**src/rtl/lcd_bus_arbiter.sv**
```systemverilog
// lcd_bus_arbiter
//   Shares the single Avalon-MM slave port of the LCD controller between
//   N_REQ message sources. Each accepted 9-bit word becomes one Avalon write.
//   The bus is granted round-robin. With LCD_ARB_LOCK_EN defined, a requester
//   can hold the bus across a multi-word message using req_lock.
//
//   Build option: LCD_ARB_LOCK_EN (undefined by default, req_lock ignored)
//
//   Ports
//     clk, reset_n      system clock, asynchronous active-low reset
//     req_valid/ready   per-requester handshake (req_ready is combinational)
//     req_data          9 bits per requester: [8] = LCD address, [7:0] = data
//     req_lock          keep the grant after the current word
//     req_done          one-cycle pulse when a requester's word completes
//     grant             one-hot owner while in WRITE/LOCKED
//     address, chipselect, byteenable, read, write, writedata,
//     waitrequest, readdata, response   Avalon-MM master side
//
//   state  | meaning
//   IDLE   | no owner; round-robin search from ptr for a valid requester
//   WRITE  | Avalon write of the latched word, held while waitrequest=1
//   LOCKED | owner keeps the bus between words of one message
module lcd_bus_arbiter #(
  parameter int N_REQ = 2
) (
  input  logic               clk,
  input  logic               reset_n,
  input  logic [N_REQ-1:0]   req_valid,
  input  logic [9*N_REQ-1:0] req_data,
  input  logic [N_REQ-1:0]   req_lock,
  output logic [N_REQ-1:0]   req_ready,
  output logic [N_REQ-1:0]   req_done,
  output logic [N_REQ-1:0]   grant,
  output logic               address,
  output logic               chipselect,
  output logic               byteenable,
  output logic               read,
  output logic               write,
  output logic [7:0]         writedata,
  input  logic               waitrequest,
  input  logic [7:0]         readdata,
  input  logic [1:0]         response
);

  localparam int PW = $clog2(N_REQ);

`ifdef LCD_ARB_LOCK_EN
  typedef enum logic [1:0] {ST_IDLE = 2'd0, ST_WRITE = 2'd1, ST_LOCKED = 2'd2} state_t;
`else
  typedef enum logic [1:0] {ST_IDLE = 2'd0, ST_WRITE = 2'd1} state_t;
`endif

  state_t          state_q, state_d;
  logic [PW-1:0]   ptr_q, ptr_d;
  logic [PW-1:0]   owner_q, owner_d;
  logic [8:0]      word_q, word_d;

  logic [8:0]      req_word [N_REQ];
  logic            sel_found;
  logic [PW-1:0]   sel_idx;
  logic [PW-1:0]   cand;
  logic [PW-1:0]   ptr_after_owner;

  // readdata/response carry nothing for a write-only master
`ifdef LCD_ARB_LOCK_EN
  logic unused_inputs;
  assign unused_inputs = ^{readdata, response};
`else
  logic unused_inputs;
  assign unused_inputs = ^{readdata, response, req_lock};
`endif

  for (genvar g = 0; g < N_REQ; g++) begin : g_unpack
    assign req_word[g] = req_data[9*g +: 9];
  end

  // Walk offsets from high to low so the lowest offset from ptr wins last.
  always_comb begin
    sel_found = 1'b0;
    sel_idx   = '0;
    cand      = '0;
    for (int k = N_REQ - 1; k >= 0; k--) begin
      cand = PW'((int'(ptr_q) + k) % N_REQ);
      if (req_valid[cand]) begin
        sel_found = 1'b1;
        sel_idx   = cand;
      end
    end
  end

  assign ptr_after_owner = (int'(owner_q) == N_REQ - 1) ? '0 : owner_q + PW'(1);

  always_comb begin
    state_d   = state_q;
    ptr_d     = ptr_q;
    owner_d   = owner_q;
    word_d    = word_q;
    req_ready = '0;
    req_done  = '0;
    case (state_q)
      ST_IDLE: begin
        if (sel_found) begin
          req_ready[sel_idx] = 1'b1;
          word_d             = req_word[sel_idx];
          owner_d            = sel_idx;
          state_d            = ST_WRITE;
        end
      end
      ST_WRITE: begin
        if (!waitrequest) begin
          req_done[owner_q] = 1'b1;
`ifdef LCD_ARB_LOCK_EN
          if (req_lock[owner_q]) begin
            state_d = ST_LOCKED;
          end else begin
            state_d = ST_IDLE;
            ptr_d   = ptr_after_owner;
          end
`else
          state_d = ST_IDLE;
          ptr_d   = ptr_after_owner;
`endif
        end
      end
`ifdef LCD_ARB_LOCK_EN
      ST_LOCKED: begin
        // A pending word wins over a falling lock: the message's last word
        // may arrive together with the lock release.
        if (req_valid[owner_q]) begin
          req_ready[owner_q] = 1'b1;
          word_d             = req_word[owner_q];
          state_d            = ST_WRITE;
        end else if (!req_lock[owner_q]) begin
          state_d = ST_IDLE;
          ptr_d   = ptr_after_owner;
        end
      end
`endif
      default: state_d = ST_IDLE;
    endcase
  end

  always_ff @(posedge clk or negedge reset_n) begin
    if (!reset_n) begin
      state_q <= ST_IDLE;
      ptr_q   <= '0;
      owner_q <= '0;
      word_q  <= '0;
    end else begin
      state_q <= state_d;
      ptr_q   <= ptr_d;
      owner_q <= owner_d;
      word_q  <= word_d;
    end
  end

  assign write      = (state_q == ST_WRITE);
  assign chipselect = write;
  assign address    = write & word_q[8];
  assign writedata  = write ? word_q[7:0] : 8'h00;
  assign byteenable = 1'b1;
  assign read       = 1'b0;

  always_comb begin
    grant = '0;
    if (state_q != ST_IDLE) grant[owner_q] = 1'b1;
  end

endmodule

```
**config.mk**
```make
export PLATFORM = sky130hd
export DESIGN_NAME = lcd_bus_arbiter
export DESIGN_NICKNAME = d
export VERILOG_FILES = /design/src/rtl/lcd_bus_arbiter.sv
export SDC_FILE = /design/constraint.sdc
export NUM_CORES = 1
export LEC_CHECK = 0
export ABC_AREA = 0
export BUFFER_PORTS_ARGS = -buffer_cell sky130_fd_sc_hd__buf_2
export CORE_MARGIN = 8
export CORE_UTILIZATION = 38
export DETAILED_ROUTE_END_ITERATION = 6
export PLACE_DENSITY = 0.77
export SLEW_MARGIN = 20
export SYNTH_ARGS = -nofsm -noshare
export SYNTH_HDL_FRONTEND = slang
export SYNTH_SLANG_ARGS = --single-unit
```
**constraint.sdc**
```tcl
create_clock -name clk -period 1.3 [get_ports clk]
set_input_delay 0.195 -clock clk [delete_from_list [all_inputs] [get_ports clk]]
set_output_delay 0.195 -clock clk [all_outputs]
set_load 0.05 [all_outputs]
```
**After elaboration in Yosys (flattened, before gate mapping)**

Index checks and enable logic that the tools add are counted.

- Shift-type cells: 0
- Reductions and logical operators: 7
- Add/subtract/negate cells: 2
- Mux-type cells: 25
- Equal/unequal tests: 3
- Magnitude comparators: 7
- Bitwise gates (word level): 3
- Multiply operators: 0
- Divide/modulo/power cells: 0

Operators with widths:

| operator | count |
|---|---|
| $mux W9 | 3 |
| $mux W2 | 7 |
| $mux W1 | 11 |
| $lt A1 B2 Y1 const B | 4 |
| $mux W8 | 1 |
| $reduce_and A2 Y1 | 3 |
| $ne A2 B2 Y1 const B | 2 |
| $pmux W2 S2 | 1 |
| $add A1 B1 Y1 const B | 2 |
| $demux W1 S1 | 2 |
| $eq A2 B1 Y1 const B | 1 |
| $ge A1 B1 Y1 const B | 2 |
| $ge A2 B2 Y1 const B | 1 |
| $logic_and A1 B1 Y1 | 2 |
| $logic_not A2 Y1 | 1 |
| $not A1 Y2 | 1 |
| $reduce_bool A2 Y1 | 1 |
| $and A1 B1 Y1 | 1 |
| $not A1 Y1 | 1 |

- Register bits after elaboration: 13
- Bits in writable memories: 0
- Memories: 0
- Bits of input ports: 35
- Output and inout bits: 19
- Latch bits: 0
- Word-level logic and storage cells: 51
- ROM bits: 0

**Logic depth before layout (Yosys ltp)**

Gate-level depths: netlist of the first run.

- Depth after elaboration: 11
- Gate-level depth with buffers: 4
- Depth with buffers taken out: 3

**Worst setup path after synthesis of the first run**

OpenSTA, ideal clock, no wires.

- Kind: flip-flop to output port
- From: register state_q[0]
- To: output req_ready[0]
- Path slack: -0.689 ns
- Data required time: 1.105 ns
- Data arrival time: 1.794 ns
- Cell stages (with the launch flop): 4
- Cells stage by stage: dfrtp_1 -> o21bai_1 -> buf_6 -> a21oi_1

- Word-level cells in the longest chain between the ends: 2

Ends and longest elaborated chain:

| element | line | RTL |
|---|---|---|
| start: declaration | 53 | `state_t state_q, state_d;` |
| start signal: assignment | 150 | `state_q <= state_d;` |
| $logic_not A2 Y1 | 100 | `case (state_q)` |
| $mux W2 | 100 |  |
| end: declaration | 31 | `output logic [N_REQ-1:0] req_ready,` |

No other way between the ends.

**Final worst setup path of the first run**

- From: register state_q[0]
- To: output req_done[1]

- Word-level cells in the longest chain between the ends: 2

Ends and longest elaborated chain:

| element | line | RTL |
|---|---|---|
| $eq A2 B1 Y1 | 100 |  |
| $mux W2 | 100 |  |
| end: declaration | 32 | `output logic [N_REQ-1:0] req_done,` |

No other way between the ends.

==> results of run 1 <==
## worst max-delay path: stages (launching register included)
cell     delay [ns]
dfrtp_2        0.44
and2b_1        0.19
and2_4         0.17
buf_8          0.14
## worst max path at each step
stage               startpoint            to  depth (start not counted)  slack (ns)
floorplan           state_q[0]  req_ready[0]                          3       -0.10
global placement         ptr_q  req_ready[1]                          4        0.04
detailed placement       ptr_q  req_ready[1]                          4        0.03
CTS                 state_q[0]   req_done[1]                          3       -0.12
global route        state_q[0]   req_done[1]                          3       -0.14
finish              state_q[0]   req_done[1]                          3       -0.11
## state kept, by name, indices dropped and copies added, names as in the netlist
register and cells:
ptr_q 1, word_q 9, state_q 1, owner_q 1
## layout make-up
cell class	instances	share of cell area [%]
Timing Repair Buffer	48	31.9
Tap cell	25	2.68
Inverter	1	0.322
Sequential cell	12	25.9
Clock buffer	4	3.11
Multi-Input combinational cell	57	36.2
## layer usage
metal  GRT usage (%)  vias up
met5               0        -
li1                -      357
met1            13.1      374
met3            6.30        4
met4            2.05        0
met2            23.1       30
## logic make-up (layout without fill, tap and decap cells)
group / after synthesis / in the layout
AO/OA/AOI/OAI: 30 / 30
buffers and inverters: 8 / 53
flip-flops: 12 / 12
other: 2 / 2
AND/OR/NAND/NOR: 25 / 25
## repair_timing
action	CTS	global route
pin swaps	0	3
gates resized for setup	38	6
endpoints found under the hold margin	12	0
endpoints found under the setup margin	16	17
hold buffers	1	0
setup buffers	1	0
## synth_stat cells
cell	n	area share, %
a21oi_1	1	0.72
a2bb2oi_1	9	11
a31oi_1	9	8.1
and2_1	11	9.9
and2b_1	2	2.2
buf_2	2	1.4
buf_4	3	3.2
buf_6	1	1.6
clkbuf_1	1	0.54
conb_1	2	1.1
dfrtp_1	12	43
inv_1	1	0.54
nand2_1	2	1.1
nand2b_1	1	0.90
nor2_1	5	2.7
nor2_2	1	0.90
nor2b_1	2	1.8
nor3_1	1	0.72
o21ai_0	10	7.2
o21bai_1	1	1.1
## where the power goes
part / switching, mW / total, mW / leakage (nW) / internal [mW]
logic: 0.584 / 1.00 / 0.393 / 0.419
clock network: 0.129 / 0.299 / 0.0210 / 0.171
registers: 0.0601 / 0.522 / 0.133 / 0.461
total: 0.773 / 1.82 / 0.547 / 1.05
==> impl_metrics.env, run 1 <==
export IMPL_rr_endpoint="word_q[1]"
export IMPL_grt_ovfl_total=0
export IMPL_firstDrtPassIters=7
export IMPL_routabilityCongestion=0.774
export IMPL_grt_start_max_net_pins=13
export IMPL_cts_buffer_depth=2
export IMPL_seq_area_um2=302
export IMPL_wl_per_cell_um=15.3
export IMPL_dp_final_hpwl_mm=1.67
export IMPL_synthMuxAreaShare_pct=0
export IMPL_hold_path_class="primary input to register"
export IMPL_cts_sinks=12
export IMPL_ant_nets=0
export IMPL_fin_ws_ns=-0.111
export IMPL_design_area_um2=1170
export IMPL_peakVddDrop_v=0.000808
export IMPL_wl_met2_mm=1.18
export IMPL_syn_area_um2=697
export IMPL_grt_use_total_pct=12.8
export IMPL_synth_compound_area_share_pct=28.4
export IMPL_finalMaxSlewViolations=0
export IMPL_synth_simple_gate_area_share_pct=20.1
export IMPL_syn_inst=77
export IMPL_antennaDiodeCount=0
export IMPL_required_ns=1.11
export IMPL_dr_total_vias=765
export IMPL_rrSetupSlack_ns=0.14
export IMPL_wl_met1_um=836
export IMPL_dpl_instance_area_um2=971
export IMPL_antenna_found_initial=0
export IMPL_die_area_um2=3460
export IMPL_num_fill_cells=137
export IMPL_criticalPathCategory="register to output pin"
export IMPL_syn2layout_area_growth_pct=67.3
export IMPL_viasPerCell=5.20
export IMPL_period_share_pct=109
export IMPL_routed_wl_mm=2.24
export IMPL_hp_start="req_data[3]"
export IMPL_cts_tree="built"
export IMPL_clock_skew_ns=0.00657
export IMPL_synth_xor_area_share_pct=0
export IMPL_design_core_area_um2=1730
export IMPL_cp_max_fo=5
export IMPL_final_cells=147
export IMPL_utilization_pct=67.5
export IMPL_place_inst=141
export IMPL_ys_seq_area_share_pct=43.1
export IMPL_grt_pass1_vias=749
export IMPL_power_mw=1.82
export IMPL_numPortBuffers=39
export IMPL_dr_wl_met3_um=210
export IMPL_drc=3
export IMPL_clk_latency_ns=0.28
export IMPL_violations="DRC, setup timing"
export IMPL_grt_pass1_wl_mm=3.43
export IMPL_postSynthAreaPerCell_um2=9.05
export IMPL_worst_ep_arrival_time_ns=1.22
export IMPL_finalSetupTns_ns=-1.35
export IMPL_synthAdderAreaFrac_pct=0
export IMPL_top_layer_used="met4"
export IMPL_htreeDepth=1
export IMPL_reg2reg_from="state_q[0]"
export IMPL_drive_above_1_share_pct=58.2
export IMPL_ys_warn_count=0
export IMPL_layout_commonest_cell="buf_2"
export IMPL_period_needed_ns=1.41
export IMPL_nNetsFinal=158
export IMPL_start_kind="register"
export IMPL_finalSetupViolCount=15
export IMPL_pre_cts_ws_ns=0.0305
export IMPL_synth_seq_cells=12
export IMPL_multiInputGateArea_um2=422
export IMPL_power_leakage_nw=0.547
export IMPL_hold_ws_ns=0.164
export IMPL_syn_num_nets=112
export IMPL_start_util_pct=40.4
export IMPL_cts_made_buffers=3
export IMPL_synthDistinctLibCells=20
export IMPL_final_cell_mix="buf_2 (22), buf_6 (13), dfrtp_1 (11), o21ai_0 (10), buf_4 (10)"
export IMPL_report_final_hold_viol_count=0
export IMPL_drt_iter0_drc=12
export IMPL_setup_worst_path_end_class="output pin"
export IMPL_reg2regPathDepth=4
export IMPL_outcome="finished with violations"
export IMPL_die_h_um=58.8
export IMPL_clock_fmax_ghz=0.709
export IMPL_num_rows=15
export IMPL_die_w_um=58.8
export IMPL_root_buffer="clkbuf_4"
export IMPL_rsz0062_at_grt="true"
export IMPL_path_clk_slew_ns=0.08
export IMPL_io_pins=54
export IMPL_maxCapViolations=0
export IMPL_powerDensity_nw_per_um2=1560
export IMPL_hold_depth=3
export IMPL_synth_top_family_by_area="compound AO/OA/AOI/OAI gates"
export IMPL_min_delay_worst_endpoint="word_q[3]"
Note: power is estimated with default switching activity, not from simulation.
==> run 2: changes to the inputs <==
--- a/config.mk
+++ b/config.mk
@@ -8,7 +8,8 @@
 export ABC_AREA = 0
 export BUFFER_PORTS_ARGS = -buffer_cell sky130_fd_sc_hd__buf_2
 export CORE_MARGIN = 8
-export CORE_UTILIZATION = 38
+export CORE_UTILIZATION = 36
+export CTS_BUF_LIST = sky130_fd_sc_hd__clkbuf_8
 export DETAILED_ROUTE_END_ITERATION = 6
 export PLACE_DENSITY = 0.77
 export SLEW_MARGIN = 20
==> constraint.sdc (replaced) <==
create_clock -name clk -period 1.29 [get_ports clk]
set_input_delay 0.1935 -clock clk [delete_from_list [all_inputs] [get_ports clk]]
set_output_delay 0.1935 -clock clk [all_outputs]
set_load 0.05 [all_outputs]
==> run 2 against run 1 <==
  * The flow finishes with violations (setup timing)
  * Via count increased by 4.3%
  * Count of clock-buffer cells in the layout unchanged
  * Clock skew decreased by 0.0061 ns
  * Sequential power increased by 1%
  * Highest routed layer unchanged
  * Critical endpoint unchanged
  * Sequential share of layout area decreased by 0.46 points
  * Combinational power about the same
  * Critical path depth unchanged
  * Total power increased by 7.0%
==> impl_metrics.env, run 2 (synthesized netlist as in run 1, its figures left out) <==
export IMPL_drt_iter0_drc=19
export IMPL_grt_ovfl_total=0
export IMPL_drive_above_1_share_pct=60.0
export IMPL_io_pins=54
export IMPL_firstDrtPassIters=4
export IMPL_dp_final_hpwl_mm=1.83
export IMPL_hp_start="req_data[2]"
export IMPL_grt_use_total_pct=13.7
export IMPL_grt_pass1_vias=804
export IMPL_path_cells="and2b_2 -> and2_4 -> buf_6"
export IMPL_num_fill_cells=155
export IMPL_reg2reg_from="state_q[0]"
export IMPL_clockPowerShare_pct=20.6
export IMPL_met2_usage_pct=24.2
export IMPL_rr_endpoint="word_q[5]"
export IMPL_cell_internal_pwr_mw=1.16
export IMPL_drc=0
export IMPL_reg2regPathDepth=4
export IMPL_dpl_instance_area_um2=990
export IMPL_multiInputGateArea_um2=412
export IMPL_nNetsFinal=161
export IMPL_start_util_pct=36.6
export IMPL_seqPwrFrac_pct=27.1
export IMPL_maxCapViolations=0
export IMPL_dr_total_vias=798
export IMPL_syn2layout_area_growth_pct=70.4
export IMPL_min_delay_worst_endpoint="word_q[2]"
export IMPL_design_core_area_um2=1900
export IMPL_cts_buffer_depth=2
export IMPL_layout_commonest_cell="buf_2"
export IMPL_violations="setup timing"
export IMPL_power_leakage_nw=0.560
export IMPL_grt_start_max_net_pins=13
export IMPL_cp_slowest_cell="dfrtp_2"
export IMPL_setup_worst_path_end_class="output pin"
export IMPL_hold_ws_ns=0.220
export IMPL_start_kind="register"
export IMPL_clock_fmax_ghz=0.714
export IMPL_antennaDiodeCount=0
export IMPL_grt_pass1_wl_mm=3.76
export IMPL_period_needed_ns=1.40
export IMPL_max_stage_delay_ns=0.44
export IMPL_routed_wl_mm=2.39
export IMPL_cts_sinks=12
export IMPL_report_final_hold_viol_count=0
export IMPL_cp_max_fo=5
export IMPL_num_rows=16
export IMPL_wl_per_cell_um=15.7
export IMPL_finalSetupViolCount=15
export IMPL_die_area_um2=3600
export IMPL_use_met3_pct=3.44
export IMPL_final_cell_mix="buf_2 (24), buf_6 (15), dfrtp_1 (11), buf_4 (11), o21ai_0 (10)"
export IMPL_hold_depth=3
export IMPL_design_area_um2=1190
export IMPL_viasPerCell=5.25
export IMPL_ant_nets=0
export IMPL_period_share_pct=109
export IMPL_fin_ws_ns=-0.111
export IMPL_clk_latency_ns=0.23
export IMPL_required_ns=1.10
export IMPL_die_w_um=60
export IMPL_path_clk_slew_ns=0.05
export IMPL_root_buffer="clkbuf_8"
export IMPL_clock_skew_ns=0.000440
export IMPL_rsz0062_at_grt="true"
export IMPL_numPortBuffers=39
export IMPL_peakVddDrop_v=0.000806
export IMPL_met1_usage_pct=14.9
export IMPL_criticalPathCategory="register to output pin"
export IMPL_seq_area_um2=302
export IMPL_worst_ep_arrival_time_ns=1.21
export IMPL_routabilityCongestion=0.739
export IMPL_cts_made_buffers=3
export IMPL_path_delay_family="flip-flops"
export IMPL_hold_path_class="primary input to register"
export IMPL_powerDensity_nw_per_um2=1640
export IMPL_die_h_um=60
export IMPL_switching_share_pct=40.7
export IMPL_utilization_pct=62.4
export IMPL_p_switching_mw=0.793
export IMPL_antenna_found_initial=0
export IMPL_top_usage_layer="met2"
export IMPL_regMostFlops="word_q"
export IMPL_rrSetupSlack_ns=0.05
export IMPL_cts_tree="built"
export IMPL_largest_reg_flops=9
export IMPL_p_comb_share_pct=52.3
export IMPL_final_cells=152
export IMPL_path_buf_inv=1
export IMPL_place_inst=145
export IMPL_outcome="finished with violations"
export IMPL_htreeDepth=1
export IMPL_finalMaxSlewViolations=0
[run 2: cell types whose count changed in the layout (fill, tap and decap cells not counted), sizes merged]
cell and change:
buf +3
[run 2: how the worst max path moves through the flow]
stage / start / endpoint / slack, ns / cells past startpoint
2_1_floorplan: state_q[0] / req_ready[0] / -0.11 / 3
3_3_place_gp: ptr_q / req_ready[1] / 0.06 / 4
3_5_place_dp: ptr_q / word_q[5] / 0.03 / 4
4_1_cts: state_q[0] / req_done[1] / -0.10 / 3
5_1_grt: state_q[0] / req_done[1] / -0.13 / 3
6_report: state_q[0] / req_done[1] / -0.11 / 3
[run 2: power by group through the flow]
stage	registers (mW)	clock network [mW]	logic (mW)
after global routing	0.538	0.417	1.07
after detailed placement	0.531	0	0.863
after global placement	0.521	0	0.845
after floorplan	0.529	0	0.639
final	0.529	0.402	1.02
after CTS	0.527	0.402	1.02
[run 2: tightest hold or removal path, stage by stage]
cell and delay, ns:
buf_2 0.09, o21ai_0 0.06, a2bb2oi_1 0.07
[run 2: area by class of cell]
type	count	share of cell area, %
Tap cell	27	2.85
Clock buffer	4	4.64
Timing Repair Buffer	51	32.1
Multi-Input combinational cell	57	34.7
Inverter	1	0.316
Sequential cell	12	25.4
[run 2: timing repair]
action / CTS / global route
gates resized for setup: 35 / 2
pin swaps: 0 / 1
hold endpoints to repair: 12 / 0
buffers inserted: 1 / 1
setup endpoints to repair: 15 / 21
hold buffers: 1 / 0
[run 2: layer usage]
metal | vias up | wire, µm
met3 | 4 | 217
met4 | 0 | 36
met5 | - | 0
met1 | 387 | 884
li1 | 367 | -
met2 | 40 | 1250
[run 2: per-stage QoR]
stage          TNS, ns  worst slack, ns  total power [mW]
2_1_floorplan    -1.08           -0.111              1.17
3_3_place_gp         0           0.0624              1.37
3_5_place_dp         0           0.0328              1.39
4_1_cts         -0.893           -0.102              1.94
5_1_grt          -1.26           -0.130              2.03
6_report        -0.977           -0.111              1.95
==> run 3: changes to the inputs <==
--- a/config.mk
+++ b/config.mk
@@ -6,7 +6,7 @@
 export NUM_CORES = 1
 export LEC_CHECK = 0
 export ABC_AREA = 0
-export BUFFER_PORTS_ARGS = -buffer_cell sky130_fd_sc_hd__buf_2
+export BUFFER_PORTS_ARGS = -buffer_cell sky130_fd_sc_hd__buf_4
 export CORE_MARGIN = 8
 export CORE_UTILIZATION = 36
 export CTS_BUF_LIST = sky130_fd_sc_hd__clkbuf_8
==> run 3 against run 2 <==
  * Critical path type unchanged
  * Largest power group unchanged
  * Cell count is 0.66% lower
  * Worst setup slack got worse by 0.018 ns
  * Global-route usage rose by 0.35 points
  * Count of clock-buffer cells in the layout is the same
  * Via count fell by 5.4%
  * Clock skew increased by 0.0035 ns
  * Combinational power hardly changed
  * Fmax is 1.3% lower
  * Flip-flop and latch count is the same
  * The run still ends with setup timing left
==> impl_metrics.env, run 3 (synthesized netlist as in run 1, its figures left out) <==
export IMPL_start_kind="register"
export IMPL_grt_use_total_pct=14.1
export IMPL_maxCapViolations=0
export IMPL_clk_latency_ns=0.24
export IMPL_cp_slowest_cell="dfrtp_2"
export IMPL_rsz0062_at_grt="true"
export IMPL_required_ns=1.10
export IMPL_final_cell_mix="buf_4 (40), o21ai_0 (10), dfrtp_1 (10)"
export IMPL_cts_buffer_depth=2
export IMPL_worst_ep_arrival_time_ns=1.23
export IMPL_die_h_um=60
export IMPL_hold_path_class="primary input to register"
export IMPL_powerDensity_nw_per_um2=1580
export IMPL_die_area_um2=3600
export IMPL_layout_commonest_cell="buf_4"
export IMPL_drc=0
export IMPL_ant_nets=0
export IMPL_cts_tree="built"
export IMPL_largest_reg_flops=9
export IMPL_period_needed_ns=1.42
export IMPL_dr_total_vias=755
export IMPL_nNetsFinal=160
export IMPL_peakVddDrop_v=0.000710
export IMPL_clock_fmax_ghz=0.705
export IMPL_htreeDepth=1
export IMPL_antenna_found_initial=0
export IMPL_path_buf_inv=1
export IMPL_path_delay_family="flip-flops"
export IMPL_num_fill_cells=153
export IMPL_setup_worst_path_end_class="output pin"
export IMPL_wl_per_cell_um=15.7
export IMPL_grt_start_max_net_pins=13
export IMPL_violations="setup timing"
export IMPL_hold_depth=3
export IMPL_grt_pass1_vias=805
export IMPL_grt_ovfl_total=0
export IMPL_viasPerCell=5.00
export IMPL_report_final_hold_viol_count=0
export IMPL_syn2layout_area_growth_pct=74.1
export IMPL_io_pins=54
export IMPL_cp_num_cells=3
export IMPL_wl_met2_mm=1.23
export IMPL_drt_iter0_drc=7
export IMPL_firstDrtPassIters=4
export IMPL_finalSetupViolCount=13
export IMPL_grt_pass1_wl_mm=3.71
export IMPL_start_util_pct=36.6
export IMPL_seq_area_um2=303
export IMPL_clock_skew_ns=0.00392
export IMPL_drive_above_1_share_pct=59.7
export IMPL_max_stage_delay_ns=0.44
export IMPL_path_cells="and2b_2 -> and2_4 -> buf_6"
export IMPL_reg2regPathDepth=4
export IMPL_top_layer_used="met4"
export IMPL_routabilityCongestion=0.743
export IMPL_criticalPathCategory="register to output pin"
export IMPL_dr_wl_met3_um=201
export IMPL_finalMaxSlewViolations=0
export IMPL_die_w_um=60
export IMPL_cts_sinks=12
export IMPL_regMostFlops="word_q"
export IMPL_period_share_pct=110
export IMPL_cp_max_fo=7
export IMPL_cts_made_buffers=3
export IMPL_power_leakage_nw=0.569
export IMPL_fin_ws_ns=-0.129
export IMPL_outcome="finished with violations"
export IMPL_numPortBuffers=39
export IMPL_design_core_area_um2=1900
export IMPL_num_rows=16
export IMPL_root_buffer="clkbuf_8"
export IMPL_routed_wl_mm=2.37
export IMPL_multiInputGateArea_um2=403
export IMPL_power_mw=1.92
export IMPL_pre_cts_ws_ns=0.0486
export IMPL_antennaDiodeCount=0
export IMPL_wl_met1_um=884
export IMPL_dp_final_hpwl_mm=1.77
export IMPL_path_clk_slew_ns=0.05
[run 3: layer usage]
| layer | GRT usage, % | vias to the layer above |
|---|---|---|
| met4 | 9.18 | 0 |
| met5 | 0 | - |
| met1 | 13.1 | 354 |
| li1 | - | 363 |
| met2 | 26.0 | 32 |
| met3 | 3.87 | 6 |
[run 3: area by class of cell]
class	count	share of cell area (%)
inverter	1	0.309
clock buffer	4	4.54
tap	27	2.78
multi-input combinational	57	33.2
timing repair buffer	50	34.2
sequential	12	24.9
[run 3: power by group]
group	internal, mW	switching [mW]
combinational	0.408	0.581
clock	0.269	0.137
sequential	0.468	0.0602
[run 3: path summary, 6_finish.rpt]
kind | slack [ns] | from | endpoint
max in group asynchronous | 0.79 | reset_n | owner_q
min in group asynchronous | 0.33 | reset_n | word_q[1]
worst max-delay path | -0.13 | state_q[0] | req_done[1]
worst min-delay path | 0.22 | req_data[6] | word_q[6]
worst max register to register | 0.06 | state_q[0] | word_q[3]
worst min register to register | 0.53 | ptr_q | ptr_q
[run 3: repair_timing]
item	4_1_cts	5_1_grt
hold buffers	1	0
buffers inserted	1	1
resized for setup	13	3
setup endpoints to repair	14	13
endpoints found under the hold margin	12	0
[run 3: metrics by stage]
stage          cell area [µm²]  cells  util (%)  hold slack, ns  setup TNS (ns)
2_1_floorplan              741     77         -          -0.102           -1.08
3_3_place_gp              1080    144      56.8          0.0397               0
3_5_place_dp              1080    144      56.8          0.0451               0
4_1_cts                   1190    150      62.8           0.214           -1.43
5_1_grt                   1210    151      63.8           0.220           -1.73
6_report                  1210    151      63.8           0.222           -1.25
[run 3: worst register-to-register path, cell delays in order (launching register included)]
cell	delay, ns
dfrtp_2	0.44
o21bai_2	0.23
buf_4	0.19
a31oi_1	0.16
a2bb2oi_1	0.08
